[config.mk]
export PLATFORM = sky130hd
export DESIGN_NAME = uart_rx_buffer
export DESIGN_NICKNAME = d
export VERILOG_FILES = /design/src/rtl/uart_pkg.sv /design/src/rtl/uart_sync_fifo.sv /design/src/rtl/uart_rx_buffer.sv
export SDC_FILE = /design/constraint.sdc
export NUM_CORES = 1
export LEC_CHECK = 0
export ABC_AREA = 1
export BUFFER_PORTS_ARGS = -buffer_cell sky130_fd_sc_hd__buf_2
export CAP_MARGIN = 25
export CORE_MARGIN = 2
export CORE_UTILIZATION = 61
export DETAILED_ROUTE_END_ITERATION = 10
export GPL_ROUTABILITY_DRIVEN = 0
export PLACE_DENSITY_LB_ADDON = 0.3
export SETUP_SLACK_MARGIN = 0.3
export SYNTH_ARGS = -nofsm -noshare
export SYNTH_HDL_FRONTEND = slang
export SYNTH_SLANG_ARGS = --single-unit
[constraint.sdc]
create_clock -name clk -period 2.5 [get_ports clk]
set_input_delay 0.125 -clock clk [delete_from_list [all_inputs] [get_ports clk]]
set_output_delay 0.125 -clock clk [all_outputs]
set_load 0.03 [all_outputs]
[src/rtl/uart_pkg.sv]
// Shared definitions for the UART receive buffer slice.
//   UART_DATA_W   width of one received byte
//   UART_ENTRY_W  FIFO entry width: {parity_tag, byte}
//   rx_state_e    receive handshake FSM states
package uart_pkg;

    localparam int UART_DATA_W  = 8;
    localparam int UART_ENTRY_W = UART_DATA_W + 1;

    typedef enum logic [1:0] {
        IDLE    = 2'd0,
        CAPTURE = 2'd1,
        CLEAR   = 2'd2
    } rx_state_e;

endpackage

[src/rtl/uart_sync_fifo.sv]
// First-word-fall-through synchronous FIFO.
// The head entry is presented on rd_data whenever the FIFO is not empty;
// rd_data reads as zero while empty so it never shows stale or unknown data.
// A write and a pop in the same cycle are both honoured when full (the pop
// frees the slot). A pop on an empty FIFO is ignored, including one that
// coincides with a write.
// Ports:
//   clk, reset          clock, asynchronous active-low reset
//   wr_en, wr_data      push request and entry
//   rd_en               pop the head entry
//   rd_data             head entry (FWFT)
//   empty, full, count  occupancy status, count is 0..DEPTH
module uart_sync_fifo #(
    parameter int DEPTH = 16,
    parameter int WIDTH = 9
) (
    input  logic                       clk,
    input  logic                       reset,
    input  logic                       wr_en,
    input  logic [WIDTH-1:0]           wr_data,
    input  logic                       rd_en,
    output logic [WIDTH-1:0]           rd_data,
    output logic                       empty,
    output logic                       full,
    output logic [$clog2(DEPTH):0]     count
);

    localparam int ADDR_W = $clog2(DEPTH);
    localparam int CNT_W  = ADDR_W + 1;

    logic [WIDTH-1:0]  mem [DEPTH];
    logic [ADDR_W-1:0] wr_ptr;
    logic [ADDR_W-1:0] rd_ptr;
    logic              do_wr;
    logic              do_rd;

    assign empty = (count == '0);
    assign full  = (count == CNT_W'(DEPTH));

    assign do_rd = rd_en && !empty;
    assign do_wr = wr_en && (!full || do_rd);

    assign rd_data = empty ? '0 : mem[rd_ptr];

    function automatic logic [ADDR_W-1:0] ptr_inc(input logic [ADDR_W-1:0] p);
        return (p == ADDR_W'(DEPTH - 1)) ? '0 : p + 1'b1;
    endfunction

    always_ff @(posedge clk) begin
        if (do_wr) begin
            mem[wr_ptr] <= wr_data;
        end
    end

    always_ff @(posedge clk or negedge reset) begin
        if (!reset) begin
            wr_ptr <= '0;
            rd_ptr <= '0;
            count  <= '0;
        end else begin
            if (do_wr) begin
                wr_ptr <= ptr_inc(wr_ptr);
            end
            if (do_rd) begin
                rd_ptr <= ptr_inc(rd_ptr);
            end
            case ({do_wr, do_rd})
                2'b10:   count <= count + 1'b1;
                2'b01:   count <= count - 1'b1;
                default: count <= count;
            endcase
        end
    end

endmodule

[src/rtl/uart_rx_buffer.sv]
// UART receive buffer: synchronises the receiver's byte-ready flag, runs a
// capture/clear handshake with the receiver and queues each byte with its
// parity tag in a FWFT FIFO for the processor side.
//
// state   | meaning
// --------+-----------------------------------------------------------
// IDLE    | waiting for the synchronised rx flag
// CAPTURE | one cycle: push {parity, byte} or drop it and flag overrun
// CLEAR   | clr_rx_flag_out held high until the rx flag is seen low
//
// Build option UART_RX_BUFFER_PARITY_DROP_EN: bytes with a parity error are
// discarded and counted in parity_drop_cnt (saturating); rd_parity_err is 0.
// Ports:
//   clk, reset                       clock, asynchronous active-low reset
//   rx_data_in, rx_flag_in,
//   rx_parity_in                     receiver byte, ready flag, parity error
//   clr_rx_flag_out                  clear request to the receiver
//   rd_en, rd_data, rd_parity_err    processor-side FWFT read port
//   empty, full, count               FIFO occupancy
//   overrun, overrun_clr             sticky drop indicator and its clear
//   parity_drop_cnt                  (option only) dropped-parity byte count
module uart_rx_buffer
    import uart_pkg::*;
#(
    parameter int DEPTH       = 16,
    parameter int SYNC_STAGES = 2
) (
    input  logic                    clk,
    input  logic                    reset,
    input  logic [UART_DATA_W-1:0]  rx_data_in,
    input  logic                    rx_flag_in,
    input  logic                    rx_parity_in,
    output logic                    clr_rx_flag_out,
    input  logic                    rd_en,
    output logic [UART_DATA_W-1:0]  rd_data,
    output logic                    rd_parity_err,
    output logic                    empty,
    output logic                    full,
    output logic [$clog2(DEPTH):0]  count,
`ifdef UART_RX_BUFFER_PARITY_DROP_EN
    output logic [7:0]              parity_drop_cnt,
`endif
    output logic                    overrun,
    input  logic                    overrun_clr
);

    logic [SYNC_STAGES-1:0]  flag_sync;
    logic [SYNC_STAGES-1:0]  par_sync;
    logic                    flag_s;
    logic                    par_s;

    rx_state_e               state;
    rx_state_e               state_nxt;

    logic                    capture;
    logic                    par_drop;
    logic                    fifo_wr;
    logic                    ovr_set;
    logic [UART_ENTRY_W-1:0] fifo_rd_data;

    always_ff @(posedge clk or negedge reset) begin
        if (!reset) begin
            flag_sync <= '0;
            par_sync  <= '0;
        end else begin
            flag_sync <= {flag_sync[SYNC_STAGES-2:0], rx_flag_in};
            par_sync  <= {par_sync[SYNC_STAGES-2:0], rx_parity_in};
        end
    end

    assign flag_s = flag_sync[SYNC_STAGES-1];
    assign par_s  = par_sync[SYNC_STAGES-1];

    always_ff @(posedge clk or negedge reset) begin
        if (!reset) begin
            state <= IDLE;
        end else begin
            state <= state_nxt;
        end
    end

    always_comb begin
        state_nxt       = state;
        clr_rx_flag_out = 1'b0;
        capture         = 1'b0;
        case (state)
            IDLE: begin
                if (flag_s) begin
                    state_nxt = CAPTURE;
                end
            end
            CAPTURE: begin
                capture   = 1'b1;
                state_nxt = CLEAR;
            end
            CLEAR: begin
                clr_rx_flag_out = 1'b1;
                if (!flag_s) begin
                    state_nxt = IDLE;
                end
            end
            default: state_nxt = IDLE;
        endcase
    end

`ifdef UART_RX_BUFFER_PARITY_DROP_EN
    assign par_drop = capture && par_s;

    always_ff @(posedge clk or negedge reset) begin
        if (!reset) begin
            parity_drop_cnt <= '0;
        end else if (par_drop && (parity_drop_cnt != 8'hFF)) begin
            parity_drop_cnt <= parity_drop_cnt + 8'd1;
        end
    end

    assign rd_parity_err = 1'b0;
`else
    assign par_drop      = 1'b0;
    assign rd_parity_err = fifo_rd_data[UART_DATA_W];
`endif

    // A pop in the capture cycle frees a slot, so a full FIFO still accepts.
    assign fifo_wr = capture && !par_drop && (!full || rd_en);
    assign ovr_set = capture && !par_drop && full && !rd_en;

    always_ff @(posedge clk or negedge reset) begin
        if (!reset) begin
            overrun <= 1'b0;
        end else if (ovr_set) begin
            overrun <= 1'b1;
        end else if (overrun_clr) begin
            overrun <= 1'b0;
        end
    end

    uart_sync_fifo #(
        .DEPTH (DEPTH),
        .WIDTH (UART_ENTRY_W)
    ) u_fifo (
        .clk     (clk),
        .reset   (reset),
        .wr_en   (fifo_wr),
        .wr_data ({par_s, rx_data_in}),
        .rd_en   (rd_en),
        .rd_data (fifo_rd_data),
        .empty   (empty),
        .full    (full),
        .count   (count)
    );

    assign rd_data = fifo_rd_data[UART_DATA_W-1:0];

endmodule

==> flow_summary_export.csv <==
group,metric,value,unit
floorplan,die_w,113,um
critical_path,max_stage_delay,0.46,ns
yosys,syn_inst,744,
critical_path,r2r_end,"u_fifo.count[4]",
power_and_ir_drop,intPower,6.00,mW
routing,firstDrtPassIters,7,
critical_path,reg2reg_depth,16,
worst_hold_path,hold_path_depth,4,
critical_path,crit_fanout,19,
critical_path,critPathKind,"flop to primary output",
timing,clock.fmax,462,MHz
routing,wl_per_cell,17.5,um
global_route,antenna_found_initial,0,
timing,finClkSkew,0.00613,ns
timing,drv_slew,0,
final_layout,area_delta_synth_final,16.2,%
timing,slew_headroom,0.559,
floorplan,core-area,11600,um^2
final_layout,fillers,756,
critical_path,critPathArrivalTime,2.04,ns
global_route,track_usage,0.271,
final_layout,diodes,0,
timing,worstMarginPinSlew,0.661,ns
critical_path,cp.required,2.38,ns
global_route,grtUsageMet3,0.0659,
global_route,grt_max_degree,43,
clocking,clock-sinks,164,
timing,period_needed,2.16,ns
clocking,worstSkewPairLatency,0.43,ns
clocking,htreeDepth,4,
power_and_ir_drop,power_density,1160,nW/um^2
timing,finalSetupTns,0,ns
critical_path,path_common_cell,"nand2_1",
final_layout,drive_above_1_share,0.147,
power_and_ir_drop,pwr-share-seq,0.348,
placement,port_buffers,31,
worst_hold_path,hold_path_class,"input pin to flop",
routing,vias,5320,
yosys,yosys_warnings,0,
clocking,cts_tree,"done",
floorplan,io_pins,32,
power_and_ir_drop,pwr-share-clk,0.246,
worst_hold_path,hold_end,"overrun",
global_route,grt_use_met1,0.345,
critical_path,r2r_slack,0.39,ns
clocking,clockBufferDepth,2,
routing,drt_iter0_markers,644,
power_and_ir_drop,p_comb_frac,0.406,
placement,dpl.hpwl,9830,um
global_route,overflow,0,
timing,holdWs,0.0395,ns
floorplan,start_util,0.632,
power_and_ir_drop,vdd_drop_max,892,uV
power_and_ir_drop,power.switching,3.84,mW
critical_path,r2r-start,"u_fifo.count[1]",
job,drv_cap,0,
global_route,grt.busiest_layer,"met2",
critical_path,crit_path_end_kind,"primary output",
power_and_ir_drop,p_leak,3.80,nW
global_route,grt_util_met2,0.434,
final_layout,finalNetCount,826,
floorplan,rows,39,
yosys,ys_types,23,
yosys,syn-num-nets,766,
global_route,grt_pass1_wl,25700,um
power_and_ir_drop,finalPower,9.84,mW
routing,routed_wl,16800,um
critical_path,path_cells,"inv_4 > buf_12 > nand2_1 > nand2_1 > nand2_1 > nand3_1 > nand3_1 > a21oi_1 > buf_4",
critical_path,cp_top_family,"buffers and inverters",
yosys,syn_area_per_cell,9.82,um^2
timing,rsz0062_at_grt,"yes",
outcome,outcome,"finished clean",
routing,vias_per_cell,5.54,
yosys,syn_area,7310,um^2
clocking,cts_buffers,17,
yosys,yosysSeqAreaShare,0.660,
timing,hold_violations,0,
clocking,clk_pin_slew_worst_paths,0.06,ns
critical_path,crit_path_start_kind,"flop",
floorplan,die_h,113,um
critical_path,path_buf_inv,3,
worst_hold_path,hp-start,"rd_en",
power_and_ir_drop,swShare,0.390,
routing,drc_errors,0,
floorplan,dieArea,12900,um^2
yosys,ys_ff_latch,164,
routing,antenna_left,0,
critical_path,cp_slowest_cell,"dfrtp_2",
clocking,cts-root-buf,"clkbuf_16",
timing,fin_crit_sh,0.866,
timing,setup_violations,0,
global_route,grt_pass1_vias,5151,
area by class of cell:
cell class	count	area, um^2	share of cell area
sequential	164	4830	0.569
multi-input combinational	428	1920	0.226
timing repair buffer	68	533	0.0628
inverter	124	479	0.0564
clock buffer	18	429	0.0505
tap	143	179	0.0211
clock inverter	14	119	0.0140
timing repair inverter	1	5.00	0.000589
flip-flops by register name, indices dropped and copies added (netlist names):
signal / flops
u_fifo.count: 5
u_fifo.mem: 144
par_sync: 2
overrun: 1
u_fifo.wr_ptr: 4
state: 2
flag_sync: 2
u_fifo.rd_ptr: 4
layout by cell type (no fill, tap or decap), drive strengths merged:
cell type / n
a21oi: 10
buf: 63
bufinv: 2
clkbuf: 19
clkinv: 14
clkinvlp: 3
dfrtp: 20
dlygate4sd3: 4
edfxtp: 144
ha: 8
inv: 120
nand2: 276
nand3: 83
nand3b: 1
nand4: 2
nor2: 28
o21ai: 12
xnor2: 3
xor2: 5
Yosys cell counts:
master	n	area, um^2
o21ai_1	4	20.0
nor2_1	27	101
nand4_1	2	12.5
o21ai_0	8	40.0
clkinv_1	3	11.3
nand2_1	276	1040
nor2_2	1	6.26
nand3_1	83	415
dfrtp_1	20	500
ha_1	8	100
inv_2	3	11.3
clkbuf_1	4	15.0
buf_2	13	65.1
inv_1	118	443
edfxtp_1	144	4320
buf_6	1	11.3
nand3b_1	1	7.51
clkbuf_2	1	5.00
xor2_1	5	43.8
a21oi_1	10	50.1
buf_1	1	3.75
xnor2_1	3	26.3
buf_4	8	60.1
cell families after synthesis:
family,count (synthesis),synth area share
adders and majority gates,8,0.0137
AOI/OAI and AO/OA,22,0.0151
xor gates and xnor gates,8,0.00959
DFF,164,0.660
buffers and inverters,152,0.0856
and+or+nand+nor,390,0.216
tightest hold or removal path, delay by kind of cell:
family / cells / cell delay [ns]
AND/OR/NAND/NOR: 2 / 0.11
AO/OA/AOI/OAI: 1 / 0.08
buffers and inverters: 1 / 0.11
routing by layer:
metal  vias up  routed length [um]
met3        48                1410
met5         -                   0
met4         0                 592
met1      2508                6510
li1       2493                   -
met2       271                8240
worst max-delay path by stage:
| stage | start | to | slack (ns) | depth (start not counted) |
|---|---|---|---|---|
| 3_5_place_dp | u_fifo.count[2] | u_fifo.count[4] | 0.39 | 16 |
| 3_3_place_gp | u_fifo.count[2] | u_fifo.count[4] | 0.48 | 16 |
| 5_1_grt | u_fifo.count[1] | u_fifo.count[4] | 0.26 | 16 |
| 4_1_cts | u_fifo.rd_ptr[0] | rd_parity_err | 0.28 | 8 |
| 6_report | u_fifo.rd_ptr[0] | rd_data[3] | 0.34 | 9 |
| 2_1_floorplan | u_fifo.count[0] | u_fifo.count[4] | 0.26 | 19 |
through the flow:
step / cells / cell area, um^2 / util / worst slack [ns]
CTS: 952 / 8330 / 0.720 / 0.279
floorplan: 744 / 7350 / - / 0.255
global route: 960 / 8490 / 0.734 / 0.258
detailed placement: 916 / 7710 / 0.667 / 0.386
global placement: 916 / 7710 / 0.667 / 0.484
finish: 960 / 8490 / 0.734 / 0.335
repair_timing:
action                                  CTS  global route
buffers inserted                          0             6
hold endpoints to repair                 23             0
cloned                                    0             2
resized for setup                         8            36
hold buffers                              4             0
endpoints found under the setup margin    9            11
pin swaps                                 0            10
power by group through the flow:
stage          Clock [mW]  Sequential, mW  Combinational (mW)
3_3_place_gp            0            3.42                3.42
6_report             2.42            3.43                3.99
4_1_cts              2.44            3.40                3.63
2_1_floorplan           0            3.50                2.53
3_5_place_dp            0            3.44                3.52
5_1_grt              2.54            3.45                4.36
Note: power is estimated with default switching activity, not from simulation.
